===== config.mk =====
export PLATFORM = sky130hd
export DESIGN_NAME = hdmi_pixel_probe
export DESIGN_NICKNAME = d
export VERILOG_FILES = /design/src/rtl/hdmi_probe_pkg.sv /design/src/rtl/hdmi_probe_chan.sv /design/src/rtl/hdmi_pixel_probe.sv
export SDC_FILE = /design/constraint.sdc
export NUM_CORES = 1
export LEC_CHECK = 0
export BUFFER_PORTS_ARGS = -buffer_cell sky130_fd_sc_hd__buf_2
export CAP_MARGIN = 30
export CORE_AREA = 10 10 176 243
export CTS_CLUSTER_DIAMETER = 60
export DETAILED_ROUTE_END_ITERATION = 10
export DIE_AREA = 0 0 186 253
export GPL_TIMING_DRIVEN = 0
export PLACE_DENSITY = 0.67
export SLEW_MARGIN = 20
export SYNTH_ARGS = -nofsm -noshare
export SYNTH_HDL_FRONTEND = slang
export SYNTH_SLANG_ARGS = --single-unit

===== constraint.sdc =====
create_clock -name i_clk -period 5.44 [get_ports i_clk]
set_input_delay 0.544 -clock i_clk [delete_from_list [all_inputs] [get_ports i_clk]]
set_output_delay 0.544 -clock i_clk [all_outputs]
set_load 0.05 [all_outputs]

===== src/rtl/hdmi_probe_pkg.sv =====
// hdmi_probe_pkg
//   Shared constants for the multi-point HDMI pixel probe.
//   Holds the Wishbone register map (region/sel decode values), the CTRL
//   register bit positions, and the state type of the one-shot arm sequencer.
//   No ports; imported by hdmi_pixel_probe and hdmi_probe_chan.
package hdmi_probe_pkg;

  // Address decode values. The bus address is {region, probe, sel}.
  localparam logic REGION_CTRL  = 1'b0;
  localparam logic REGION_PROBE = 1'b1;

  localparam logic SEL_CTRL = 1'b0;  // region 0
  localparam logic SEL_FLEN = 1'b1;  // region 0
  localparam logic SEL_TGT  = 1'b0;  // region 1
  localparam logic SEL_PIX  = 1'b1;  // region 1

  // CTRL register layout.
  localparam int CTRL_MODE_BIT  = 0;   // W/R: 1 = continuous capture
  localparam int CTRL_ARM_BIT   = 1;   // W: arm one-shot (self-clearing)
  localparam int CTRL_ARMED_BIT = 1;   // R: one-shot sequence in progress
  localparam int CTRL_VALID_LSB = 16;  // R: per-probe valid flags
  localparam int CTRL_OVF_BIT   = 30;  // R: pixel counter saturated
  localparam int CTRL_LENV_BIT  = 31;  // R: frame length measured

  // PIX[k] layout: valid flag in the top bit, capture word at the bottom.
  localparam int PIX_VALID_BIT = 31;

  // One-shot arm sequencer.
  typedef enum logic [1:0] {
    ARM_IDLE     = 2'd0,
    ARM_WAIT_SOF = 2'd1,
    ARM_ACTIVE   = 2'd2
  } arm_state_t;

endpackage


===== src/rtl/hdmi_probe_chan.sv =====
// hdmi_probe_chan
//   One probe of the pixel sampler: a target-index register, the index
//   comparator, the captured pixel word and its valid flag.
// Ports
//   clk        in   1        clock (shared bus/pixel clock)
//   reset      in   1        synchronous active-high reset
//   tgt_we     in   1        load tgt_wdata into the target register
//   tgt_wdata  in   CLKBITS  new target index
//   arm_clear  in   1        ARM request: clear valid, suppress capture
//   cap_en     in   1        capture permitted on this pixel
//   pix_live   in   1        valid pixel seen while the stream is synced
//   pix_index  in   CLKBITS  index of the current pixel in its frame
//   pix_data   in   PW       current pixel word
//   tgt        out  CLKBITS  target register
//   capture    out  PW       last captured pixel word
//   valid      out  1        capture holds a pixel since the last ARM/reset
//   hit        out  1        this pixel is being captured this cycle
module hdmi_probe_chan
  import hdmi_probe_pkg::*;
#(
  parameter int PW      = 30,
  parameter int CLKBITS = 30
) (
  input  logic               clk,
  input  logic               reset,
  input  logic               tgt_we,
  input  logic [CLKBITS-1:0] tgt_wdata,
  input  logic               arm_clear,
  input  logic               cap_en,
  input  logic               pix_live,
  input  logic [CLKBITS-1:0] pix_index,
  input  logic [PW-1:0]      pix_data,
  output logic [CLKBITS-1:0] tgt,
  output logic [PW-1:0]      capture,
  output logic               valid,
  output logic               hit
);

  logic match;

  // The comparator sees the register value before any write landing this
  // cycle, so retargeting mid-frame still catches the old index once.
  assign match = pix_live && (pix_index == tgt);

  // An ARM in the same cycle takes priority over a capture.
  assign hit = match && cap_en && !arm_clear;

  // Target register, written from the bus.
  always_ff @(posedge clk) begin
    if (reset) begin
      tgt <= '0;
    end else if (tgt_we) begin
      tgt <= tgt_wdata;
    end
  end

  // Capture register and valid flag. valid is sticky: only ARM or reset
  // clears it, so continuous mode keeps it set across frames.
  always_ff @(posedge clk) begin
    if (reset) begin
      capture <= '0;
      valid   <= 1'b0;
    end else if (arm_clear) begin
      valid <= 1'b0;
    end else if (hit) begin
      capture <= pix_data;
      valid   <= 1'b1;
    end
  end

endmodule


===== src/rtl/hdmi_pixel_probe.sv =====
// hdmi_pixel_probe
//   Wishbone-controlled multi-point pixel sampler. NPROBES probes each grab
//   the pixel at a programmable index within the frame, either once per ARM
//   (one-shot, first full frame only) or on every frame (continuous). The
//   frame length is measured from the stream rather than programmed.
// Ports
//   i_clk        in   1        single clock (bus and pixel stream)
//   i_reset      in   1        synchronous active-high reset
//   i_pix_valid  in   1        pixel strobe
//   i_pix_sof    in   1        start of frame, qualified by i_pix_valid
//   i_pix_data   in   PW       pixel word
//   i_wb_cyc     in   1        Wishbone cycle
//   i_wb_stb     in   1        Wishbone strobe
//   i_wb_we      in   1        Wishbone write enable
//   i_wb_addr    in   LGN+2    {region, probe, sel}
//   i_wb_data    in   32       Wishbone write data
//   o_wb_ack     out  1        ack, one cycle after the strobe
//   o_wb_stall   out  1        always 0
//   o_wb_data    out  32       registered read data
module hdmi_pixel_probe
  import hdmi_probe_pkg::*;
#(
  parameter int LGN     = 2,
  parameter int PW      = 30,
  parameter int CLKBITS = 30
) (
  input  logic             i_clk,
  input  logic             i_reset,
  input  logic             i_pix_valid,
  input  logic             i_pix_sof,
  input  logic [PW-1:0]    i_pix_data,
  input  logic             i_wb_cyc,
  input  logic             i_wb_stb,
  input  logic             i_wb_we,
  input  logic [LGN+1:0]   i_wb_addr,
  input  logic [31:0]      i_wb_data,
  output logic             o_wb_ack,
  output logic             o_wb_stall,
  output logic [31:0]      o_wb_data
);

  localparam int NPROBES = 1 << LGN;
  localparam logic [CLKBITS-1:0] CNT_MAX  = '1;
  localparam logic [CLKBITS-1:0] CNT_ONE  = CLKBITS'(1);
  localparam logic [CLKBITS-1:0] CNT_LAST = CNT_MAX - CNT_ONE;

  // Bus decode
  logic               addr_region;
  logic               addr_sel;
  logic [LGN-1:0]     addr_probe;
  logic               wb_write;
  logic               ctrl_write;
  logic               tgt_write;
  logic               arm_req;
  logic               unused_wb_bits;

  // Stream tracking
  logic               sof_pix;
  logic               pix_live;
  logic [CLKBITS-1:0] counter;
  logic [CLKBITS-1:0] pix_index;
  logic               synced;
  logic               overflow;
  logic [CLKBITS-1:0] frame_len;
  logic               len_valid;

  // Control and probes
  logic               mode;
  arm_state_t         arm_state;
  arm_state_t         arm_next;
  logic               oneshot_win;
  logic               cap_en;
  logic               all_done;
  logic [CLKBITS-1:0] tgt     [NPROBES];
  logic [PW-1:0]      capture [NPROBES];
  logic [NPROBES-1:0] valid;
  logic [NPROBES-1:0] hit;
  logic [31:0]        rdata;

  assign addr_region = i_wb_addr[LGN+1];
  assign addr_probe  = i_wb_addr[LGN:1];
  assign addr_sel    = i_wb_addr[0];

  assign wb_write   = i_wb_cyc && i_wb_stb && i_wb_we;
  assign ctrl_write = wb_write && (addr_region == REGION_CTRL) && (addr_sel == SEL_CTRL);
  assign tgt_write  = wb_write && (addr_region == REGION_PROBE) && (addr_sel == SEL_TGT);
  assign arm_req    = ctrl_write && i_wb_data[CTRL_ARM_BIT];

  // Only a few write-data bits reach registers; the rest are don't-care.
  assign unused_wb_bits = &{1'b0, i_wb_data};

  assign o_wb_stall = 1'b0;

  // The sof pixel itself is index 0 and already counts as synced, so a probe
  // targeting index 0 can capture the very pixel that establishes sync.
  assign sof_pix   = i_pix_valid && i_pix_sof;
  assign pix_live  = i_pix_valid && (synced || i_pix_sof);
  assign pix_index = i_pix_sof ? '0 : counter;

  // Capture mode register; ARM is a pulse and is not stored here.
  always_ff @(posedge i_clk) begin
    if (i_reset) begin
      mode <= 1'b0;
    end else if (ctrl_write) begin
      mode <= i_wb_data[CTRL_MODE_BIT];
    end
  end

  // Pixel counter, sync and frame-length measurement. After the sof pixel
  // the counter holds the index of the next pixel, so at the following sof
  // it equals the number of pixels in the frame just finished. The counter
  // saturates rather than wrapping so an oversized frame cannot alias onto
  // small target indices.
  always_ff @(posedge i_clk) begin
    if (i_reset) begin
      counter   <= '0;
      synced    <= 1'b0;
      overflow  <= 1'b0;
      frame_len <= '0;
      len_valid <= 1'b0;
    end else if (i_pix_valid) begin
      if (i_pix_sof) begin
        counter <= CNT_ONE;
        synced  <= 1'b1;
        if (synced) begin
          frame_len <= counter;
          len_valid <= 1'b1;
        end
      end else if (counter != CNT_MAX) begin
        counter <= counter + CNT_ONE;
        if (counter == CNT_LAST) begin
          overflow <= 1'b1;
        end
      end
    end
  end

  // One-shot window: the sof pixel that starts the first full frame after
  // ARM, then every pixel up to (not including) the next sof.
  assign oneshot_win = ((arm_state == ARM_WAIT_SOF) && sof_pix) ||
                       ((arm_state == ARM_ACTIVE) && !sof_pix);
  assign cap_en      = mode || oneshot_win;
  assign all_done    = &(valid | hit);

  for (genvar k = 0; k < NPROBES; k++) begin : g_chan
    hdmi_probe_chan #(
      .PW      (PW),
      .CLKBITS (CLKBITS)
    ) u_chan (
      .clk       (i_clk),
      .reset     (i_reset),
      .tgt_we    (tgt_write && (addr_probe == LGN'(k))),
      .tgt_wdata (i_wb_data[CLKBITS-1:0]),
      .arm_clear (arm_req),
      .cap_en    (cap_en),
      .pix_live  (pix_live),
      .pix_index (pix_index),
      .pix_data  (i_pix_data),
      .tgt       (tgt[k]),
      .capture   (capture[k]),
      .valid     (valid[k]),
      .hit       (hit[k])
    );
  end

  // Arm sequencer state register.
  always_ff @(posedge i_clk) begin
    if (i_reset) begin
      arm_state <= ARM_IDLE;
    end else begin
      arm_state <= arm_next;
    end
  end

  // Arm sequencer next state. Finishing early once every probe holds a
  // pixel lets software see completion without waiting for the next frame.
  // A fresh ARM always restarts the sequence, whatever else happens.
  always_comb begin
    arm_next = arm_state;
    case (arm_state)
      ARM_IDLE: begin
        arm_next = ARM_IDLE;
      end
      ARM_WAIT_SOF: begin
        if (all_done) begin
          arm_next = ARM_IDLE;
        end else if (sof_pix) begin
          arm_next = ARM_ACTIVE;
        end
      end
      ARM_ACTIVE: begin
        if (sof_pix || all_done) begin
          arm_next = ARM_IDLE;
        end
      end
      default: begin
        arm_next = ARM_IDLE;
      end
    endcase
    if (arm_req) begin
      arm_next = ARM_WAIT_SOF;
    end
  end

  // Read mux.
  always_comb begin
    rdata = '0;
    if (addr_region == REGION_CTRL) begin
      if (addr_sel == SEL_CTRL) begin
        rdata[CTRL_MODE_BIT]                = mode;
        rdata[CTRL_ARMED_BIT]               = (arm_state != ARM_IDLE);
        rdata[CTRL_VALID_LSB +: NPROBES]    = valid;
        rdata[CTRL_OVF_BIT]                 = overflow;
        rdata[CTRL_LENV_BIT]                = len_valid;
      end else begin
        rdata[CLKBITS-1:0] = frame_len;
      end
    end else begin
      if (addr_sel == SEL_TGT) begin
        rdata[CLKBITS-1:0] = tgt[addr_probe];
      end else begin
        rdata[PW-1:0]        = capture[addr_probe];
        rdata[PIX_VALID_BIT] = valid[addr_probe];
      end
    end
  end

  // Bus response: ack every strobe one cycle later, read data registered.
  always_ff @(posedge i_clk) begin
    if (i_reset) begin
      o_wb_ack  <= 1'b0;
      o_wb_data <= '0;
    end else begin
      o_wb_ack <= i_wb_stb;
      if (i_wb_stb) begin
        o_wb_data <= rdata;
      end
    end
  end

endmodule


---- Word-level counts from Yosys, hierarchy flattened ----
Index checks and enable logic that the tools add are counted.
operators by class
  add/sub/neg operators ................... 1
  $lt $le $gt $ge ......................... 2
  eq/ne operators ......................... 15
  multiplexer cells ....................... 26
  bitwise operators ....................... 6
  reduce and logical (&&, ||, !) cells .... 48
operators by type and width
  operator                                                                      number
  30-bit two-way mux                                                            9
  30-bit binary-select mux with 2-bit select                                    2
  30-bit equality test                                                          4
  30-bit by 1-bit adder with 30-bit output, second input constant               1
  30-bit equality test, second input constant                                   1
  30-bit inequality test, second input constant                                 1
  1-bit logical AND                                                             27
  2-bit AND reduction                                                           8
  14-bit two-way mux                                                            1
  10-bit two-way mux                                                            1
  2-bit two-way mux                                                             5
  4-bit AND reduction                                                           2
  2-bit equality test, second input constant                                    3
  1-bit two-way mux                                                             5
  2-bit by 1-bit equality test with 1-bit output, second input constant         2
  1-bit logical OR                                                              4
  4-bit two-way mux                                                             1
  4-bit by 3-bit inequality test with 1-bit output, second input constant       1
  1-bit inverter                                                                4
  4-bit bitwise OR                                                              1
  2-bit one-hot mux with 2 select lines                                         1
  2-bit nonzero test                                                            2
  3-bit >= comparator, second input constant                                    1
  2-bit by 3-bit less-than comparator with 1-bit output, second input constant  1
  other kinds (9)                                                               10
word-level totals
  flip-flop bits (word level) ............. 343
  input bits .............................. 73
  output and inout port bits .............. 34
  word-level logic and storage cells ...... 120

---- Longest topological paths before layout ----
  depth after elaboration ................. 13
  gate-level depth with buffers ........... 12
  mapped depth without buffers ............ 8

---- Hierarchy ----
From an unflattened synthesis, not the netlist that was laid out.
second synthesis, totals
  cell total of the unflattened synthesis .. 1,812
  area, all modules ....................... 17,639.4 um^2
by module, submodules not included
  module            instances  cells an instance  area each (um^2)  seq. area each (um^2)
  hdmi_probe_chan   4          274                2,770.2           1,221.2
  hdmi_pixel_probe  1          716                6,558.8           1,981.9

---- Worst setup path after synthesis ----
Ideal clock, no wire load.
  path kind ............................... input port to flip-flop
  start point ............................. input port i_pix_sof
  end point ............................... register arm_state[0]
  library setup time ...................... 0.131 ns
  arrival time ............................ 2.357 ns
  data required time ...................... 5.309 ns
  path slack .............................. 2.952 ns
  cell stages on the path ................. 10
  buffers on the path ..................... 2
  cells stage by stage .................... buf_4 > nand2b_4 > a22o_1 > a221oi_1 > nand4b_1 > or4_1 > buf_2 > a22o_1 > a211oi_2 > o22ai_1
between the ends
  word-level cells in the longest chain between the ends .. 12
  elaborated cells on any way between the ends .. 34
  those cells by class .................... 6 x eq/ne; 4 x mux; 1 x bitwise; 23 x reduce/logical
ends and longest elaborated chain
  what                                                                         RTL line                 source
  start: declaration                                                           hdmi_pixel_probe.sv:30   input logic i_pix_sof,
  parallel branches: the longest is 12 deep, another holds 30-bit two-way mux  n/a
  end signal: assignment                                                       hdmi_pixel_probe.sv:171  arm_state <= arm_next;
  end: declaration                                                             hdmi_pixel_probe.sv:69   arm_state_t arm_state;
Several ways; the timed one is not identified.
A chain may end at the register's enable or synchronous reset.

---- Worst setup path in the final report ----
  start point ............................. register counter[27]
  end point ............................... register arm_state[0]
between the ends
  word-level cells in the longest chain between the ends .. 10
  elaborated cells on any way between the ends .. 26
  those cells by class .................... 6 x eq/ne; 4 x mux; 1 x bitwise; 15 x reduce/logical
ends and longest elaborated chain
  what                                                                                                              RTL line                                          source
  start: declaration                                                                                                hdmi_pixel_probe.sv:60                            logic [CLKBITS-1:0] counter;
  start signal: assignment                                                                                          hdmi_pixel_probe.sv:130                           counter <= counter + CNT_ONE;
  30-bit two-way mux (*)                                                                                            hdmi_pixel_probe.sv:98                            assign pix_index = i_pix_sof ? '0 : counter;
  30-bit equality test                                                                                              hdmi_probe_chan.sv:43                             assign match = pix_live && (pix_index == tgt);
  1-bit logical AND                                                                                                 hdmi_probe_chan.sv:43
  1-bit logical AND (2 in a row)                                                                                    hdmi_probe_chan.sv:46                             assign hit = match && cap_en && !arm_clear;
  4-bit bitwise OR (*)                                                                                              hdmi_pixel_probe.sv:143                           assign all_done = &(valid | hit);
  4-bit AND reduction (*)                                                                                           hdmi_pixel_probe.sv:143
  2-bit two-way mux / 1-bit logical OR (equally long branches)                                                      hdmi_pixel_probe.sv:185, hdmi_pixel_probe.sv:192
  2-bit one-hot mux with 2 select lines / 3-bit by 1-bit inequality test with 1-bit output (equally long branches)  n/a
  1-bit two-way mux / 2-bit AND reduction (equally long branches)                                                   n/a
Every way passes the cells marked *; elsewhere a longest branch is shown, timed or not.

==> flow_metrics.tcl <==
set metrics [dict create \
    synth.top_cell.area_share_pct 40.42 \
    timing.fmax_mhz 274.4 \
    dieArea_sq_um 47060 \
    clk_transition_reported_paths_ns 0.07 \
    cp_slowest_cell "clkbuf_1" \
    p_leak_nw 7.457 \
    ys_seq_area_share_pct 40.42 \
    gp_congestion 1.123 \
    min_period_ns 3.644 \
    cp.required_ns 5.86 \
    ys_ff_latch 343 \
    die_y_um 253 \
    power_density_nw_per_um2 292.7 \
    criticalPathCategory "flip-flop to flip-flop" \
    drive_gt1_share_pct 15.19 \
    grt_use_total_pct 30.29 \
    final_util_pct 50.81 \
    numCtsBuffers 37 \
    avgSynthCellArea_sq_um 8.904 \
    max_stage_delay_ns 0.69 \
    hpwlAfterDp_mm 55.75 \
    place_inst 2485 \
    critPathLaunch "counter[27]$_SDFFE_PP0P_" \
    synth-main-ff-cell "dfxtp_1" \
    rsz0062_at_grt "no" \
    globalRouteOverflowTotal 0 \
    min_period_over_period_pct 66.98 \
    pin_count 107 \
    drt_iter0_drc 1595 \
    grt_first_pass_wirelength_mm 103.5 \
    timing.critical_path.buf_inv 1 \
    crit_path_start_kind "flip-flop" \
    drtPass1Iterations 7 \
    tns_ns 0 \
    max_cap_viol_count 0 \
    root_buffer "clkbuf_16" \
    clk_path_buf_depth 3 \
    holdCritStartpoint "i_wb_data[5]" \
    syn-num-nets 1983 \
    cp_top_family "simple AND/OR/NAND/NOR gates" \
    via_per_inst 6.139 \
    drc 0 \
    antenna_found_initial 5 \
    pre_cts_ws_ns 1.649 \
    vias 15679 \
    yosysMostFrequentCell "dfxtp_1" \
    instances_no_fill 2554 \
    portBuffers 96 \
    htree_levels 2 \
    tightestPinTransition_ns 1.080 \
    drt_wl_total_mm 72.19 \
    synth_common_cells "dfxtp_1 (343), nor2_1 (291), nand2_1 (269), mux2i_1 (158), a21oi_1 (139)" \
    synth_area_sq_um 16990 \
    grt_pass1_vias 15042 \
    arrival_ns 4.07 \
    fin_ws_ns 1.796 \
    path_cells "clkbuf_1, nand2b_1, a222oi_1, nand3_1, nor4_1, nand4_1, a22o_1, a211oi_2, o22ai_1" \
    core_sq_um 38290 \
    synthArstFlopShare_pct 0 \
    skew_ns 0.02614 \
    synth_area_leader_cell "dfxtp_1" \
    design_area_sq_um 19450 \
    rr_startpoint "counter[27]$_SDFFE_PP0P_" \
    cts_resized 0 \
    grt_max_degree 16 \
    synth_edf_count 0 \
    postCtsSetupBuffers 0 \
    critPathCaptureType "flip-flop" \
    fp-row-count 85 \
    max-vdd-ir-drop_uv 297.8 \
    area_growth_pct 14.51 \
    postCtsHoldBufs 0 \
    cts_tree "done" \
    die_x_um 186 \
    start_util_pct 44.37 \
    synth.distinct_cells 74 \
    setup_viol 0 \
    worstPathMaxFanout 10 \
    placed_area_sq_um 18100 \
    syn-instance-count 1908 \
    antenna_left 0 \
    outcome "finished, final reports clean" \
    clk_latency_ns 0.55 \
    drv_slew 0 \
    cts.sinks 343 \
    nets 2122 \
    ys_warn_count 0 \
    slew_headroom_pct 27.65 \
    yosys-top-cells-area "dfxtp_1 (40%), mux2i_1 (9.3%), mux4_2 (8.9%), nor2_1 (6.4%), nand2_1 (5.9%)" \
    hold_path.class "input port to flip-flop" \
    wl_per_cell_um 28.27 \
    hold_viol_final 0 \
]
worst register-to-register path: cells and delay by family (launching register included):
kind | cells | cell delay, ns
AOI/OAI and AO/OA | 4 | 1.04
and+or+nand+nor | 4 | 1.32
DFF | 1 | 0.47
buffers and inverters | 1 | 0.69
registers in the layout, summed over array words and instances (netlist names):
| register | flops |
|---|---|
| g_chan.u_chan.capture | 120 |
| g_chan.u_chan.tgt | 120 |
| o_wb_data | 32 |
| counter | 30 |
| frame_len | 30 |
| g_chan.u_chan.valid | 4 |
| arm_state | 2 |
| len_valid | 1 |
| mode | 1 |
| o_wb_ack | 1 |
| overflow | 1 |
| synced | 1 |
path summary, 6_finish.rpt:
path | slack, ns | endpoint | cells after the start
setup / recovery | 1.80 | arm_state[0]$_SDFFE_PP0P_ | 9
hold / removal | 0.27 | g_chan[0].u_chan.tgt[5]$_SDFFE_PP0P_ | 3
setup reg to reg | 1.80 | arm_state[0]$_SDFFE_PP0P_ | 9
hold reg to reg | 0.46 | frame_len[9]$_SDFFE_PP0P_ | 2
area by class of cell:
class                      count  area, sq um
antenna                        2        5.005
timing repair buffer         100        525.5
clock inverter                17        305.3
inverter                      27        101.3
clock buffer                  49         1031
tap                          478        598.1
buffer                       158        695.7
fill                        3655        18830
sequential                   343         6867
multi-input combinational   1380         9325
metal layers:
| metal | track usage, % | routed length, um | part of all wire (%) | vias up |
|---|---|---|---|---|
| met5 | 0 | 46 | 0.064 | - |
| li1 | - | - | - | 7000 |
| met2 | 49.59 | 34380 | 48 | 754 |
| met3 | 5.379 | 5022 | 7.0 | 212 |
| met1 | 34.73 | 26750 | 37 | 7707 |
| met4 | 22.17 | 5990 | 8.3 | 6 |
layout by cell type, fill, tap and decap left out, types with 28 or more instances in the layout:
cell / n
nor4bb_1: 28
clkbuf_16: 37
o21ai_0: 58
xnor2_1: 51
mux2i_1: 158
a31oi_1: 36
a21oi_1: 139
nor2_1: 291
nand2_1: 269
clkbuf_1: 105
buf_2: 127
a22oi_1: 35
mux4_2: 67
dfxtp_1: 343
logic make-up after synthesis:
| family | count (synthesis) | share of synthesized area (%) |
|---|---|---|
| compound gates | 346 | 12.39 |
| fa+ha+maj | 2 | 0.1473 |
| mux | 250 | 19.85 |
| xor+xnor | 60 | 3.093 |
| buf+inv | 185 | 4.691 |
| other cells | 1 | 0.02207 |
| flops | 343 | 40.42 |
| simple gates | 721 | 19.39 |
per-stage QoR:
stage / hold WS (ns) / power (mW)
6_report: 0.2684 / 5.693
5_1_grt: 0.2749 / 5.836
2_1_floorplan: 0.4331 / 2.808
3_3_place_gp: 0.4436 / 2.966
4_1_cts: 0.2549 / 5.706
3_5_place_dp: 0.4489 / 2.970
power breakdown:
part	total, mW	internal, mW	switching, mW
clock network	2.77	1.65	1.12
registers	2.55	2.53	0.0167
logic	0.375	0.106	0.270
Note: power is estimated with default switching activity, not from simulation.
